==> src/rtl/seq_step_scheduler.sv <==
// Round-robin scheduler sharing one 2-bit {A,B} sequence counter between two job requesters.
// Each granted job advances the sequence once per cycle for its requested step count.
//
// state | meaning
// IDLE  | waiting for req0/req1; arbitration happens here only
// RUN   | one step per cycle until the remaining count runs out
// DONE  | done pulse for the owner; round-robin pointer updated
module seq_step_scheduler #(
    parameter int CNT_W = 4
) (
    input  logic             clk,
    input  logic             rst,
    input  logic             req0,
    input  logic [CNT_W-1:0] cnt0,
    input  logic             mode0,
    input  logic             req1,
    input  logic [CNT_W-1:0] cnt1,
    input  logic             mode1,
    output logic             gnt0,
    output logic             gnt1,
    output logic             done0,
    output logic             done1,
    output logic             busy,
    output logic             step,
    output logic [1:0]       ab
);

    typedef enum logic [1:0] {IDLE, RUN, DONE} state_t;

    state_t           state, state_nxt;
    logic [CNT_W-1:0] remaining;
    logic             owner;
    logic             mode_q;
    logic             last_sel;

    logic             win;
    logic             win_sel;
    logic [CNT_W-1:0] win_cnt;
    logic             win_mode;
    logic             enter_done;
    logic             done_sel;

    // mode 0 walks 00-01-11-10, mode 1 walks 00-11-01-10
    function automatic logic [1:0] seq_next(input logic [1:0] cur, input logic mode);
        logic [1:0] nxt;
        nxt = 2'b00;
        case (cur)
            2'b00:   nxt = mode ? 2'b11 : 2'b01;
            2'b01:   nxt = mode ? 2'b10 : 2'b11;
            2'b11:   nxt = mode ? 2'b01 : 2'b10;
            default: nxt = 2'b00;
        endcase
        return nxt;
    endfunction

    always_comb begin
        state_nxt = state;
        win       = 1'b0;
        win_sel   = 1'b0;
        win_cnt   = cnt0;
        win_mode  = mode0;
        case (state)
            IDLE: begin
                if (req0 || req1) begin
                    win       = 1'b1;
                    win_sel   = (req0 && req1) ? ~last_sel : req1;
                    win_cnt   = win_sel ? cnt1 : cnt0;
                    win_mode  = win_sel ? mode1 : mode0;
                    state_nxt = (win_cnt == '0) ? DONE : RUN;
                end
            end
            RUN: begin
                if (remaining == CNT_W'(1))
                    state_nxt = DONE;
            end
            DONE:    state_nxt = IDLE;
            default: state_nxt = IDLE;
        endcase
    end

    assign enter_done = (state_nxt == DONE) && (state != DONE);
    assign done_sel   = win ? win_sel : owner;
    assign busy       = (state != IDLE);
    assign step       = (state == RUN);

    always_ff @(posedge clk) begin
        if (rst) begin
            state     <= IDLE;
            ab        <= 2'b00;
            remaining <= '0;
            owner     <= 1'b0;
            mode_q    <= 1'b0;
            last_sel  <= 1'b1;
            gnt0      <= 1'b0;
            gnt1      <= 1'b0;
            done0     <= 1'b0;
            done1     <= 1'b0;
        end else begin
            state <= state_nxt;
            gnt0  <= win && !win_sel;
            gnt1  <= win && win_sel;
            done0 <= enter_done && !done_sel;
            done1 <= enter_done && done_sel;
            if (win) begin
                owner     <= win_sel;
                mode_q    <= win_mode;
                remaining <= win_cnt;
            end
            if (state == RUN) begin
                ab        <= seq_next(ab, mode_q);
                remaining <= remaining - CNT_W'(1);
            end
            if (state == DONE)
                last_sel <= owner;
        end
    end

endmodule

==> config.mk <==
export PLATFORM = sky130hd
export DESIGN_NAME = seq_step_scheduler
export DESIGN_NICKNAME = d
export VERILOG_FILES = /design/src/rtl/seq_step_scheduler.sv
export SDC_FILE = /design/constraint.sdc
export NUM_CORES = 1
export LEC_CHECK = 0
export CAP_MARGIN = 5
export CORE_MARGIN = 4
export CORE_UTILIZATION = 40
export DETAILED_ROUTE_END_ITERATION = 8
export PLACE_DENSITY = 0.69
export SLEW_MARGIN = 0
export SYNTH_ARGS = -nofsm -noshare
export SYNTH_HDL_FRONTEND = slang
export SYNTH_SLANG_ARGS = --single-unit
==> constraint.sdc <==
create_clock -name clk -period 1.3 [get_ports clk]
set_clock_uncertainty 0.1 [all_clocks]
set_input_delay 0.195 -clock clk [delete_from_list [all_inputs] [get_ports clk]]
set_output_delay 0.195 -clock clk [all_outputs]
set_load 0.05 [all_outputs]
==> flow_metrics.tcl <==
set metrics [dict create \
    fin_crit_sh_pct 105.3 \
    fin_crit_ps 1368 \
    dp_cells 142 \
    worst_pin_slew_ps 280.7 \
    seqCellArea_um2 314.1 \
    grt_pass1_vias 754 \
    slew_violations 0 \
    num_rows 15 \
    rr_worst_depth 4 \
    synth_area_per_cell_um2 8.627 \
    grt_max_degree 10 \
    crit_fanout 3 \
    status "finished, violations left" \
    postSynthCellCount 86 \
    r2r-end "state[1]" \
    largest_registers "remaining x4, ab x2, state x2" \
    routed_via_density 5.060 \
    report.final.hold_viol_count 0 \
    grtUsageTotal_pct 17.25 \
    fmax_mhz 730.8 \
    vias 759 \
    synth_area_um2 742.0 \
    largest_reg_flops 4 \
    cts_root_buf "clkbuf_4" \
    die_h_um 51.07 \
    critPathKind "flop to output pin" \
    setup.worst_path.start "state[1]" \
    setup_slack_ps -68.35 \
    port_buffers 21 \
    cts_buffers 3 \
    dieArea_mm2 0.002608 \
    clkTransAtPathRegs_ps 100 \
    layout.cells.non_filler 150 \
    ys_seq_area_share_pct 40.47 \
    antenna_found_initial 0 \
    n_antenna_cell 0 \
    wl_per_cell_um 13.27 \
    cts_tree "built" \
    setup_viol_count_final 7 \
    synth_cell_types 30 \
    drive_gt1_share_pct 42.40 \
    yosys_warnings 0 \
    ir_drop_v 0.001121 \
    crit_arrival_ps 1070 \
    initial_core_util_pct 42.51 \
    slew-limit-headroom_pct 81.12 \
    min_path_type "flop to flop" \
    drtIter0Drc 12 \
    first_pass_iters 5 \
    synth_async_sr_flop_share_pct 0 \
    power.density_mw_per_mm2 1594 \
    area_delta_synth_final_pct 75.38 \
    drc 0 \
    overflow 0 \
    die-width_um 51.07 \
    htreeDepth 1 \
    postCtsHoldBufs 0 \
    r2r_start "last_sel" \
    n_fill_cell 135 \
    cap_violations 0 \
    regMostFlops "remaining" \
    dp_hpwl_um 1460 \
    endpoint_kind "output pin" \
    wl_um 1991 \
    io_pins 22 \
    drtAntennaViolNets 0 \
    r2r_slack_ps -70 \
    multi_input_area_um2 484.2 \
    grt_first_pass_wirelength_um 3284 \
    fin_nets 142 \
    clock_sinks 15 \
    ys_ff_latch 15 \
    preCtsSetupSlack_ps -450.9 \
    clockBufferDepth 2 \
    fp.coreArea_mm2 0.001745 \
    crit_end "step" \
    p_leak_uw 0.0005365 \
    synth_nets 102 \
    worstSetupStartpointType "flop" \
    violations "negative setup slack" \
    insertion_delay_ps 290 \
    synth_ff_type "dfxtp_1" \
    synth_edf_count 0 \
    fin_util_pct 74.55 \
    gp_congestion 0.8072 \
    rsz0062_at_grt "yes" \
    required_ps 1000 \
]
-- layer usage --
layer  GRT usage (%)  up-vias  part of all wire, %  routed length, um
met5               0        -                    0                  0
met1           20.14      344                   43                856
met3           3.207        5                  5.4                108
met2           28.11       25                   49                974
met4           12.11        0                  2.6                 52
li1                -      385                    -                  -
-- kinds of logic after synthesis --
logic type / synth area share (%)
adder cells (fa/ha/maj): 3.372
flip-flops: 40.47
multiplexers: 8.095
AND/OR/NAND/NOR: 19.56
AO/OA/AOI/OAI: 23.27
buffers and inverters: 5.227
-- through the flow --
stage / setup TNS, ps / total power, uW / instance area [um^2] / hold slack, ps
after floorplan: -380.8 / 1197 / 763.2 / 283.7
after global routing: -723.0 / 2192 / 1301 / 437.9
final: -335.0 / 2074 / 1301 / 388.3
after CTS: -370.0 / 1942 / 1234 / 387.7
after global placement: -3873 / 1584 / 1160 / 377.3
after detailed placement: -4051 / 1610 / 1160 / 376.3
-- worst max-delay path: stages, from the launching register on --
cell        delay, ps
dfxtp_4           380
nand2b_4          140
clkinvlp_4        100
buf_12            150
-- report_power, final --
part	switching [uW]	internal [uW]	leakage, uW
Sequential	120	568	0.000125
Clock	163	115	0.0000177
Combinational	566	543	0.000394
-- placed cells by master (no fill, tap or decap), drive strengths merged, types with 3 or more instances in the layout --
cell type,instances
a21oi,4
buf,24
clkbuf,3
clkdlybuf4s50,11
dfxtp,15
inv,7
mux2i,3
nand2,7
nor2,12
nor3,3
o21ai,5
o22ai,3
-- area by class of cell --
class	instances	area share, %
clock buffer	3	1.731
clock inverter	1	0.3846
inverter	8	2.788
multi-input combinational	61	37.21
sequential	15	24.13
tap	25	2.404
timing repair buffer	37	31.35
-- cells in the mapped netlist (3+ instances only) --
library cell	count	area share, %
o22ai_1	3	2.5
dfxtp_1	15	40
inv_1	8	4.0
o21ai_0	5	3.4
nor3_1	3	2.0
nand2_1	7	3.5
nor2_1	12	6.1
a21oi_1	4	2.7
mux2i_1	3	4.0
-- what timing repair did --
| action | 4_1_cts | 5_1_grt |
|---|---|---|
| setup endpoints to repair | 11 | 11 |
| pin swaps | 2 | 4 |
| cloned | 0 | 0 |
| buffers inserted | 4 | 0 |
| resized for setup | 9 | 18 |
-- worst min-delay path by stage --
| stage | startpoint | endpoint | slack (ps) | depth (start not counted) |
|---|---|---|---|---|
| after floorplan | cnt0[0] | remaining[0] | 280 | 2 |
| after global placement | owner | last_sel | 380 | 2 |
| after detailed placement | owner | last_sel | 380 | 2 |
| after CTS | owner | last_sel | 390 | 2 |
| after global routing | owner | last_sel | 440 | 2 |
| final | owner | last_sel | 390 | 2 |
Note: power is estimated with default switching activity, not from simulation.
